File: src/rtl/alu_mul_seq.sv
// alu_mul_seq: shift-and-add multiplier controller sequencing a shared W-bit ALU
// Ports:
//   Clk, Reset          rising-edge clock, synchronous active-high reset
//   start, a, b         request with multiplicand/multiplier, sampled in IDLE
//   busy, done, result  handshake status and product mod 2^W (held until next start)
//   alu_a, alu_b, alu_op  drive the shared ALU inputs
//   alu_out, alu_zero   combinational ALU result and zero flag
module alu_mul_seq #(
  parameter int W   = 8,
  parameter int Ops = 3
) (
  input  logic           Clk,
  input  logic           Reset,
  input  logic           start,
  input  logic [W-1:0]   a,
  input  logic [W-1:0]   b,
  output logic           busy,
  output logic           done,
  output logic [W-1:0]   result,
  output logic [W-1:0]   alu_a,
  output logic [W-1:0]   alu_b,
  output logic [Ops-1:0] alu_op,
  input  logic [W-1:0]   alu_out,
  input  logic           alu_zero
);
  localparam logic [Ops-1:0] OP_ADD = Ops'(0);
  localparam logic [Ops-1:0] OP_SHR = Ops'(1);
  localparam logic [Ops-1:0] OP_SHL = Ops'(2);
  typedef enum logic [2:0] {S_IDLE, S_TEST, S_ADD, S_SHL, S_SHR, S_DONE} state_t;
  state_t state_q, state_d;
  logic [W-1:0] mcand_q, mcand_d, mplier_q, mplier_d, acc_q, acc_d, result_q, result_d;
  always_ff @(posedge Clk) begin
    if (Reset) begin
      state_q  <= S_IDLE;
      mcand_q  <= '0;
      mplier_q <= '0;
      acc_q    <= '0;
      result_q <= '0;
    end else begin
      state_q  <= state_d;
      mcand_q  <= mcand_d;
      mplier_q <= mplier_d;
      acc_q    <= acc_d;
      result_q <= result_d;
    end
  end
  // The TEST state passes mplier through the ALU so its Zero flag ends the loop.
  always_comb begin
    state_d  = state_q;
    mcand_d  = mcand_q;
    mplier_d = mplier_q;
    acc_d    = acc_q;
    result_d = result_q;
    alu_a    = '0;
    alu_b    = '0;
    alu_op   = OP_ADD;
    case (state_q)
      S_IDLE: if (start) begin
        mcand_d  = a;
        mplier_d = b;
        acc_d    = '0;
        state_d  = S_TEST;
      end
      S_TEST: begin
        alu_a   = mplier_q;
        state_d = alu_zero ? S_DONE : (mplier_q[0] ? S_ADD : S_SHL);
      end
      S_ADD: begin
        alu_a   = acc_q;
        alu_b   = mcand_q;
        acc_d   = alu_out;
        state_d = S_SHL;
      end
      S_SHL: begin
        alu_a   = mcand_q;
        alu_b   = W'(1);
        alu_op  = OP_SHL;
        mcand_d = alu_out;
        state_d = S_SHR;
      end
      S_SHR: begin
        alu_a    = mplier_q;
        alu_b    = W'(1);
        alu_op   = OP_SHR;
        mplier_d = alu_out;
        state_d  = S_TEST;
      end
      S_DONE: begin
        result_d = acc_q;
        state_d  = S_IDLE;
      end
      default: state_d = S_IDLE;
    endcase
  end
  assign busy   = state_q != S_IDLE;
  assign done   = state_q == S_DONE;
  assign result = result_q;
endmodule

File: config.mk
export PLATFORM = sky130hd
export DESIGN_NAME = alu_mul_seq
export DESIGN_NICKNAME = d
export VERILOG_FILES = /design/src/rtl/alu_mul_seq.sv
export SDC_FILE = /design/constraint.sdc
export NUM_CORES = 1
export LEC_CHECK = 0
export CAP_MARGIN = 20
export CORE_AREA = 5 5 70 72
export CTS_CLUSTER_SIZE = 20
export DETAILED_ROUTE_END_ITERATION = 6
export DIE_AREA = 0 0 75 77
export PLACE_DENSITY = 0.86
export SLEW_MARGIN = 20
export SYNTH_ARGS = -nofsm -noshare
export SYNTH_HDL_FRONTEND = slang
export SYNTH_SLANG_ARGS = --single-unit
File: constraint.sdc
create_clock -name Clk -period 1.6 [get_ports Clk]
set_input_delay 0.32 -clock Clk [delete_from_list [all_inputs] [get_ports Clk]]
set_output_delay 0.32 -clock Clk [all_outputs]
set_load 0.01 [all_outputs]
Word-level counts from Yosys, hierarchy flattened:

Index checks and enable logic that the tools add are counted.

* register bits after elaboration: 35
* output and inout bits: 29
* word-level logic and storage cells: 34

* equality and inequality tests: 6
* muxes and demuxes: 13
* reduce and logical (&&, ||, !) cells: 10

Operators by type and width (number)
* one-hot mux 8 bit (2 select lines): 4
* 2-to-1 mux 8 bit: 3
* one-hot mux 8 bit (3 select lines): 1
* one-hot mux 3 bit (5 select lines): 1
* == test 3 x 2 -> 1 bit, second input constant: 2
* == test 3 bit, second input constant: 2
* 2-to-1 mux 3 bit: 2
* AND reduction 2 bit: 3
* nonzero test 2 bit: 3
* one-hot mux 2 bit (2 select lines): 1
* OR reduction 2 bit: 2
* == test 3 x 1 -> 1 bit, second input constant: 1
* zero test 3 bit: 1
* nonzero test 3 bit: 1
* inequality test 2 bit, second input constant: 1
* 2-to-1 mux 1 bit: 1

Logic depth before layout (Yosys ltp):

Gate-level depths: netlist of the first run.

* depth in word-level cells: 3
* depth in mapped cells: 6

Least setup slack after synthesis of the first run:

Ideal clock, no wire load.

* path type: flip-flop to output port
* start point: reg state_q[1]
* end point: out alu_b[1]
* arrival: 1207 ps
* data required time: 1280 ps
* path slack: 73 ps
* cell stages (with the launch flop): 5
* buffers on the path: 2
* cell sequence: dfxtp_1 > buf_2 > nor3b_2 > clkbuf_1 > and2_1

* word-level cells in the longest chain between the ends: 3
* elaborated cells between the ends (all ways): 5
* classes of those cells: 3 x eq/ne; 1 x mux; 1 x reduce/logical

Ends and longest elaborated chain
* from (decl): RTL line 30 `state_t state_q, state_d;`
* from (signal assigned): RTL line 40 `state_q <= state_d;`
* == test 3 bit or == test 3 x 2 -> 1 bit (tied branches): RTL line 57 `case (state_q)`
* OR reduction 2 bit (no source line)
* one-hot mux 8 bit (2 select lines) (*): RTL line 57
* to (decl): RTL line 21 `output logic [W-1:0] alu_b,`

Mark *: on every way between the ends. The rest lies on a longest branch, timed or not.

Final worst setup path of the first run:

* start point: reg state_q[2]
* end point: out alu_b[1]

Same word-level chain as after synthesis.

==> qor.txt, run 1 <==
Hold Crit Class = register to register
Area Growth Syn to Fin = 57.4%
Placed cells = 342
Leakage = 1.19 nW
Slowest cell delay on critical path = 0.38 ns
Post-synthesis sequential area ratio = 38.1%
Clock sinks = 35
Final WS setup = -0.222 ns
P per Cell Area = 879 mW/mm^2
Synth warn = 0
WP data arrival = 1.50 ns
Max-slew violation count = 0
FF+latch area = 712 sq um
Most used cell, CP = buf_6
Vias per Instance = 5.72
Clock network power share = 27.3%
Drt wl/cell = 18.6 um
Failing checks = setup timing
Max_cap viols = 0
Clock root cell = clkbuf_8
Post-route antenna net violation count = 0
Pwr Total = 2.55 mW
Fillers = 334
Area contributors post-synth = dfxtp_1 38%, mux2i_1 8.7%, nand2_1 5.3%, a21oi_1 4.9%, nand2b_1 4.1%
Post-synthesis register bit count = 35
Total global-route track usage = 22.7%
Initial antenna violation count = 0
Placement Cell Area = 0.00259 sq mm
Vias = 2047
Most frequent cells after synthesis = 35 x dfxtp_1, 26 x nand2_1, 20 x nor2_1
Die ar. = 0.00578 sq mm
H-Tree Depth = 2
Initial drt markers = 148
Top FF cell, synth = dfxtp_1
Post-synthesis async set-or-reset flop share = 0%
Core Util, Final = 68.4%
Number of buffers created by CTS = 5
Die height = 77 um
Peak supply drop = 0.513 mV
F_max = 549 MHz
Post-Syn Area per Cell = 8.18 sq um
Clk buf depth = 2
Initial core utilization = 43.5%
Final wirelength = 6660 um
Clock transition at the registers of the reported paths = 0.08 ns
Area occupied by multi-input gates = 0.00116 sq mm
Nature of the critical path endpoint = primary output
Share of cells above drive strength 1 = 33.3%
Library cells used by synthesis = 33
Final Cell Area = 0.00290 sq mm
Post-Syn Nets = 253
IO Count = 57
Fin cells = 358
Post-synth top area cell = dfxtp_1
DRT Pass-1 Iters = 4
RSZ-0062 raised after global routing = yes
Status = finished, violations left
Clock tree from TritonCTS = done
Clock Skew = 0.0104 ns
Port buffer count = 55
EDFF count, synth = 0
First-pass GRT wire length = 10000 um
Top delay family on crit path = buffers and inverters
Net Sw Frac = 32.5%
Worst slack at placement = -0.323 ns
Area share of the largest cell type after synthesis = 38.1%
Dpl hpwl = 4210 um
Post-Syn Instances = 225
Crit share post-route = 114%
CP Class = register to primary output
Nets = 333
Skew-Pair Late Insertion Delay = 0.30 ns
Final Hold Viols = 0
Vias in the first global route = 2090
Sequential Power Share = 39.8%
DR DRC count = 0
Most frequent cell after synthesis = dfxtp_1
CP Buf/Inv Count = 4
Int Pwr = 1.72 mW
Post-CTS Hold Buffers = 0
Net load switching power = 828 uW
Number of antenna diodes = 0
Critical Path RT = 1.28 ns
Pin count of the biggest net entering global routing = 36
Gpl congestion = 0.917
Critical Path, Cell by Cell = buf_6 -> nor3b_4 -> buf_6 -> buf_6 -> and2_4 -> buf_6
Core area = 0.00423 sq mm
Total grt overflow = 0
CP max-delay cell = dfxtp_4
Row Count = 24
Startpoint types = register
Crit-path max FO = 7
Post-Syn Area = 0.00184 sq mm
Final min period = 1.82 ns
Comb power frac = 32.8%
Final Setup Violations = 19
Die width = 75 um
==> layer usage <==
metal / wire length (um) / vias to the layer above / global-route usage (%)
met4: 289 / 0 / 12.8
met1: 2540 / 953 / 27.3
met5: 0 / - / 0
met2: 3370 / 101 / 36.3
li1: - / 961 / -
met3: 459 / 32 / 4.97
==> registers in the layout (all words and copies together) (netlist names) <==
register and flops:
acc_q 8, mcand_q 8, mplier_q 8, result 8, state_q 3
==> cells in the final DEF (no fill, tap or decap), types with 6 or more instances in the layout <==
| cell type | n |
|---|---|
| nand2b_1 | 11 |
| nor3_1 | 11 |
| nand2_1 | 24 |
| mux2i_1 | 16 |
| buf_6 | 18 |
| clkbuf_8 | 6 |
| buf_4 | 24 |
| nor4_1 | 8 |
| clkdlybuf4s50_1 | 35 |
| nor2_1 | 20 |
| buf_2 | 13 |
| dfxtp_1 | 32 |
| and2_4 | 6 |
| o21ai_0 | 10 |
| a21oi_1 | 14 |
| o31ai_1 | 8 |
| a311oi_2 | 8 |
==> per-stage QoR <==
stage          setup TNS [ns]  hold slack [ns]
6_report                -3.06            0.497
3_5_place_dp            -7.22            0.485
4_1_cts                 -2.32            0.503
2_1_floorplan               0            0.456
5_1_grt                 -3.72            0.535
3_3_place_gp            -6.17            0.477
==> worst paths after layout <==
kind              start          end  slack [ns]  depth (start not counted)
min           result[0]    result[0]        0.50                          2
max reg2reg  state_q[2]  mplier_q[0]           0                          6
max          state_q[2]     alu_b[1]       -0.22                          6
min reg2reg   result[0]    result[0]        0.50                          2
==> power groups by stage <==
stage	combinational [mW]	clock [mW]	sequential (mW)
after detailed placement	0.681	0	1.02
final	0.837	0.696	1.02
after floorplan	0.382	0	0.999
after CTS	0.736	0.697	1.01
after global placement	0.662	0	1.02
after global routing	0.889	0.734	1.02
==> final cells by class <==
| type | count | share of cell area, % |
|---|---|---|
| Clock buffer | 6 | 2.85 |
| Clock inverter | 2 | 0.561 |
| Inverter | 3 | 0.561 |
| Multi-Input combinational cell | 167 | 39.9 |
| Sequential cell | 35 | 24.6 |
| Tap cell | 52 | 2.25 |
| Timing Repair Buffer | 93 | 29.3 |
==> logic make-up (layout without fill, tap and decap cells) <==
family	count (synthesis)	in the layout	synth area share (%)
flip-flops	35	35	38.1
buffers and inverters	23	104	6.53
AO/OA/AOI/OAI	54	54	19.6
multiplexers	16	16	8.70
AND/OR/NAND/NOR	96	96	26.9
other	1	1	0.204
==> timing repair <==
| item | 4_1_cts | 5_1_grt |
|---|---|---|
| endpoints found under the hold margin | 0 | 0 |
| setup endpoints to repair | 31 | 35 |
| buffers inserted | 6 | 2 |
| pin swaps | 5 | 14 |
| cloned | 0 | 0 |
| resized for setup | 119 | 25 |
==> worst min-delay path, cell delays in order, from the launching register on <==
cell	delay (ns)
dfxtp_1	0.33
mux2i_1	0.07
nor2_1	0.07
Note: power is estimated with default switching activity, not from simulation.
==> run 2: changes to the inputs <==
--- a/config.mk
+++ b/config.mk
@@ -6,11 +6,13 @@
 export NUM_CORES = 1
 export LEC_CHECK = 0
 export CAP_MARGIN = 20
-export CORE_AREA = 5 5 70 72
+export CELL_PAD_IN_SITES_DETAIL_PLACEMENT = 0
+export CELL_PAD_IN_SITES_GLOBAL_PLACEMENT = 1
+export CORE_AREA = 5 5 81 83
 export CTS_CLUSTER_SIZE = 20
 export DETAILED_ROUTE_END_ITERATION = 6
-export DIE_AREA = 0 0 75 77
-export PLACE_DENSITY = 0.86
+export DIE_AREA = 0 0 86 88
+export PLACE_DENSITY = 0.82
 export SLEW_MARGIN = 20
 export SYNTH_ARGS = -nofsm -noshare
 export SYNTH_HDL_FRONTEND = slang
==> run 2 against run 1 <==
Non-clock buffer count grew 2. Critical path type unchanged. Wire length shrank 6.4%. The flow still finishes with violations (setup timing). Register-to-register slack lost 0.05 ns. Sequential cell count is the same. Largest cell class unchanged. Largest power group unchanged. Critical endpoint is now alu_b[7].
==> qor.txt, run 2 (synthesis results as in run 1) <==
Final min period = 1.76 ns
Net load switching power = 813 uW
Nets = 335
H-Tree Depth = 2
Area occupied by multi-input gates = 0.00123 sq mm
Peak supply drop = 0.359 mV
Nature of the critical path endpoint = primary output
Clock sinks = 35
Share of cells above drive strength 1 = 36.4%
Clock tree from TritonCTS = done
Clock Skew = 0.00315 ns
Pin count of the biggest net entering global routing = 36
Placement Cell Area = 0.00266 sq mm
Total global-route track usage = 16.6%
Hold path cells = 2
Sequential Power Share = 40.7%
Vias in the first global route = 1975
P per Cell Area = 839 mW/mm^2
Clock network power share = 25.2%
Clk buf depth = 2
Gpl congestion = 0.855
Startpoint types = register
Crit-path max FO = 7
FF+latch area = 712 sq um
Net Sw Frac = 32.4%
Initial antenna violation count = 0
IO Count = 57
Die height = 88 um
RSZ-0062 raised after global routing = yes
Post-CTS Hold Buffers = 0
First-pass GRT wire length = 9800 um
Clock root cell = clkbuf_8
Status = finished, violations left
Final Hold Viols = 0
Vias per Instance = 5.19
Skew-Pair Late Insertion Delay = 0.28 ns
Row Count = 28
Max_cap viols = 0
Core area = 0.00578 sq mm
Fillers = 552
Crit share post-route = 110%
Worst slack at placement = -0.319 ns
Critical Path RT = 1.28 ns
Most frequent cells in the layout = 35 x clkdlybuf4s50_1, 32 x dfxtp_1, 31 x buf_4
Final Cell Area = 0.00299 sq mm
Final Setup Violations = 26
WP data arrival = 1.44 ns
Pwr Total = 2.51 mW
DRT Pass-1 Iters = 4
Dpl hpwl = 4470 um
DR DRC count = 0
Number of buffers created by CTS = 5
Comb power frac = 34.1%
Final WS setup = -0.157 ns
Clock transition at the registers of the reported paths = 0.07 ns
Post-route antenna net violation count = 0
Int Pwr = 1.70 mW
Most common cell after layout, fill and taps aside = clkdlybuf4s50_1
Die width = 86 um
Die ar. = 0.00757 sq mm
Initial core utilization = 31.8%
CP Class = register to primary output
Initial drt markers = 152
Max-slew violation count = 0
Drt wl/cell = 16.3 um
Area Growth Syn to Fin = 62.5%
Hold Crit Class = register to register
Leakage = 1.20 nW
Total grt overflow = 0
R2R depth = 7
Number of antenna diodes = 0
Failing checks = setup timing
F_max = 569 MHz
Port buffer count = 55
Final wirelength = 6230 um
Vias = 1986
[run 2: changes by cell type in the layout (fill, tap and decap cells not counted), moves of 3 or more]
| cell | before | now |
|---|---|---|
| o2bb2ai_1 | 5 | 0 |
| nor2_4 | 0 | 4 |
| nor2_2 | 0 | 4 |
| buf_4 | 24 | 31 |
| a311oi_2 | 8 | 3 |
| a311oi_1 | 0 | 5 |
| nor2_1 | 20 | 12 |
| a21oi_1 | 14 | 17 |
| buf_2 | 13 | 10 |
| mux2i_1 | 16 | 13 |
| o2bb2ai_2 | 2 | 5 |
[run 2: worst paths after layout]
kind | from | slack (ns) | to
max | state_q[2] | -0.16 | alu_b[7]
min | result[1] | 0.50 | result[1]
max reg2reg | state_q[0] | -0.05 | mcand_q[5]
min reg2reg | result[1] | 0.50 | result[1]
[run 2: area by class of cell]
class	instances	area share [%]
multi-input cells	167	41.1
repair buffers	95	28.5
flip-flops and latches	35	23.8
well taps	75	3.14
clock buffers	6	2.43
inverters	3	0.544
clock inverters	2	0.418
[run 2: metrics by stage]
stage                     TNS (ns)  util (%)  hold WS [ns]  std cells
after floorplan                  0         -         0.456        225
after global placement       -6.18      46.0         0.480        371
after detailed placement     -6.63      46.0         0.484        371
after CTS                    -2.20      51.3         0.503        382
after global routing         -3.76      51.7         0.533        383
final                        -2.43      51.7         0.497        383
[run 2: repair_timing]
action	4_1_cts	5_1_grt
gates resized for setup	142	9
buffers inserted	3	1
setup endpoints to repair	28	36
pin swaps	9	0
[run 2: metal layers]
metal | wire (um) | global-route usage [%] | vias to the layer above
met5 | 0 | 0 | -
li1 | - | - | 961
met3 | 419 | 3.95 | 9
met1 | 2680 | 20.9 | 943
met2 | 3040 | 27.8 | 73
met4 | 88 | 5.76 | 0
[run 2: worst max-delay path: stages (launching register included)]
cell and delay (ns):
dfxtp_4 0.39, buf_6 0.14, nor3b_4 0.24, buf_6 0.16, and2_1 0.11, buf_2 0.12
[run 2: power by group through the flow]
stage | registers, mW | logic [mW] | clock network, mW
floorplan | 0.999 | 0.382 | 0
global placement | 1.02 | 0.704 | 0
detailed placement | 1.02 | 0.712 | 0
CTS | 1.02 | 0.816 | 0.647
global route | 1.03 | 0.916 | 0.689
finish | 1.02 | 0.857 | 0.632
==> RTL edit: new RTL, config.mk and constraints of run 2 <==
Add an input register stage for `start`, `a`, `b`, `alu_out` and `alu_zero`; this delays them by one clock. Comments in the files are not updated.
--- a/src/rtl/alu_mul_seq.sv
+++ b/src/rtl/alu_mul_seq.sv
@@ -29,2 +29,17 @@
   typedef enum logic [2:0] {S_IDLE, S_TEST, S_ADD, S_SHL, S_SHR, S_DONE} state_t;
+
+  logic start_q;
+  logic [W-1:0] a_q;
+  logic [W-1:0] b_q;
+  logic [W-1:0] alu_out_q;
+  logic alu_zero_q;
+
+  always_ff @(posedge Clk) begin
+    start_q    <= start;
+    a_q        <= a;
+    b_q        <= b;
+    alu_out_q  <= alu_out;
+    alu_zero_q <= alu_zero;
+  end
+
   state_t state_q, state_d;
@@ -57,5 +72,5 @@
     case (state_q)
-      S_IDLE: if (start) begin
-        mcand_d  = a;
-        mplier_d = b;
+      S_IDLE: if (start_q) begin
+        mcand_d  = a_q;
+        mplier_d = b_q;
         acc_d    = '0;
@@ -65,3 +80,3 @@
         alu_a   = mplier_q;
-        state_d = alu_zero ? S_DONE : (mplier_q[0] ? S_ADD : S_SHL);
+        state_d = alu_zero_q ? S_DONE : (mplier_q[0] ? S_ADD : S_SHL);
       end
@@ -70,3 +85,3 @@
         alu_b   = mcand_q;
-        acc_d   = alu_out;
+        acc_d   = alu_out_q;
         state_d = S_SHL;
@@ -77,3 +92,3 @@
         alu_op  = OP_SHL;
-        mcand_d = alu_out;
+        mcand_d = alu_out_q;
         state_d = S_SHR;
@@ -84,3 +99,3 @@
         alu_op   = OP_SHR;
-        mplier_d = alu_out;
+        mplier_d = alu_out_q;
         state_d  = S_TEST;
Formal check against the unedited RTL: not equivalent (Yosys sat finds a counterexample within 4 cycles, from zero or initial values and one cycle with Reset high).
==> RTL edit against run 2 <==
The flow still finishes with violations (setup timing). Sequential cell count up 26. Final area up 27%. Hold slack worse by 0.076 ns. Setup slack worse by 0.059 ns. Area after synthesis up 28%. Routed wire length up 16%. Total power up 60%. Largest cell class is now flip-flops and latches. Largest power group unchanged. Highest routed layer unchanged.
==> RTL edit: results (changes against run 2) <==
Status:
- The checks that failed: setup timing.
- The run finished, with violations left.

Critical path:
- The peak per-stage delay on the critical path is 0.37 ns (-0.02 ns).
- The critical-path maximum fanout came to 6 (-1).

Layout:
- The share of cells above drive strength 1 is 0.3904 (+0.02681).
- The area of combinational cells with multiple inputs came to 1117 µm² (-9.2%).
- The number of non-filler instances in the completed layout is 431 (+13%).
- The count of fill cells added during filler insertion is 479 (-13%).

STA:
- The clock skew after layout is 0.005653 ns (+0.002504 ns).
- The setup slack of the critical path after layout is -0.2164 ns (-0.05936 ns).
- The final setup violation count is 26 (unchanged).

GRT:
- The largest net degree at the start of global routing is 29 (-19%).
- The number of global-route vias before repair is 2,227 (+13%).
- The wire length of the first global-routing pass is 11,030 µm (+13%).

Placed design:
- The standard cell area after detailed placement was 3169 µm² (+19%).
- The placed wire-length estimate is 4701 µm (+5.3%).
- The setup slack at placement is -0.3610 ns (-0.04209 ns).

Synthesis:
- The register area share after synthesis is 0.5164 (+0.1357).
- The number of distinct library cells after synthesis came to 36 (+9.1%).
- The number of nets in the synthesized netlist came to 273 (+7.9%).

CTS:
- The number of H-tree branching levels came to 3 (+1).
- The number of clock buffers inserted by TritonCTS is 9 (+4).

Detailed routing:
- The ratio of routed vias to standard cells came to 5.237 (+0.99%).
- The DRC marker count from the first detailed-route iteration is 160 (+5.3%).

Hold path:
- In this run the most critical hold path is launched from b[1].

Power:
- The largest vdd supply drop was 699.9 µV (+95%).
==> RTL edit: cell count changes after synthesis, sizes merged, moves of 8 or more <==
| cell | change |
|---|---|
| nor4 | -8 |
| o32ai | +8 |
| and2 | -9 |
| a221oi | +16 |
| o211ai | +8 |
| nand3 | +8 |
| inv | +19 |
| dfxtp | +26 |
| nand2b | -10 |
| a21oi | -10 |
| nor3 | -10 |
| a311oi | -8 |
==> RTL edit: power groups by stage <==
stage	clock network [W]	registers [W]	logic, W
4_1_cts	0.00144	0.00172	0.000786
5_1_grt	0.00150	0.00174	0.000934
6_report	0.00141	0.00173	0.000883
2_1_floorplan	0	0.00171	0.000391
3_5_place_dp	0	0.00175	0.000673
3_3_place_gp	0	0.00174	0.000665
==> RTL edit: what timing repair did <==
action	4_1_cts	5_1_grt
setup buffers	19	10
gates resized for setup	139	13
gates cloned	0	1
pin swaps	15	14
endpoints found under the setup margin	20	32
==> RTL edit: kinds of logic after synthesis <==
| logic type | count (synthesis) | synth area share |
|---|---|---|
| other | 1 | 0.001586 |
| AOI/OAI and AO/OA | 61 | 0.2159 |
| muxes | 16 | 0.06772 |
| DFF | 61 | 0.5164 |
| buffers and inverters | 40 | 0.07248 |
| and+or+nand+nor | 66 | 0.1259 |
==> RTL edit: per-stage QoR <==
step	TNS (ns)	power, W
3_3_place_gp	-4.999	0.002408
2_1_floorplan	0	0.002098
3_5_place_dp	-5.306	0.002418
5_1_grt	-4.793	0.004173
4_1_cts	-2.557	0.003947
6_report	-3.358	0.004025
==> RTL edit: how the worst max path moves through the flow <==
stage	start	cells past startpoint	to
after floorplan	state_q[0]$_SDFFE_PP0P_	4	alu_b[1]
after global placement	state_q[1]$_SDFFE_PP0P_	5	alu_a[0]
after detailed placement	state_q[1]$_SDFFE_PP0P_	5	alu_a[2]
after CTS	state_q[0]$_SDFFE_PP0P_	6	alu_b[6]
after global routing	state_q[0]$_SDFFE_PP0P_	6	alu_a[2]
final	state_q[0]$_SDFFE_PP0P_	6	alu_b[4]
==> RTL edit: layout make-up <==
cell class / instances / share of cell area
clock buffers: 12 / 0.04358
inverters: 21 / 0.02146
clock inverters: 4 / 0.01189
well taps: 75 / 0.02476
flip-flops and latches: 61 / 0.3252
multi-input cells: 144 / 0.2948
repair buffers: 114 / 0.2783
==> RTL edit: worst reg2reg max path, stage by stage, from the launching register on <==
cell	delay, ns
dfxtp_4	0.38
buf_6	0.13
clkbuf_16	0.14
or3b_4	0.37
a21o_4	0.28
a221oi_2	0.28
==> RTL edit: layer usage <==
metal	vias to the layer above	share of wire	global-route usage
li1	1083	-	-
met1	1042	0.41	0.2373
met2	102	0.47	0.3132
met3	30	0.074	0.03387
met4	0	0.049	0.1295
met5	-	0	0
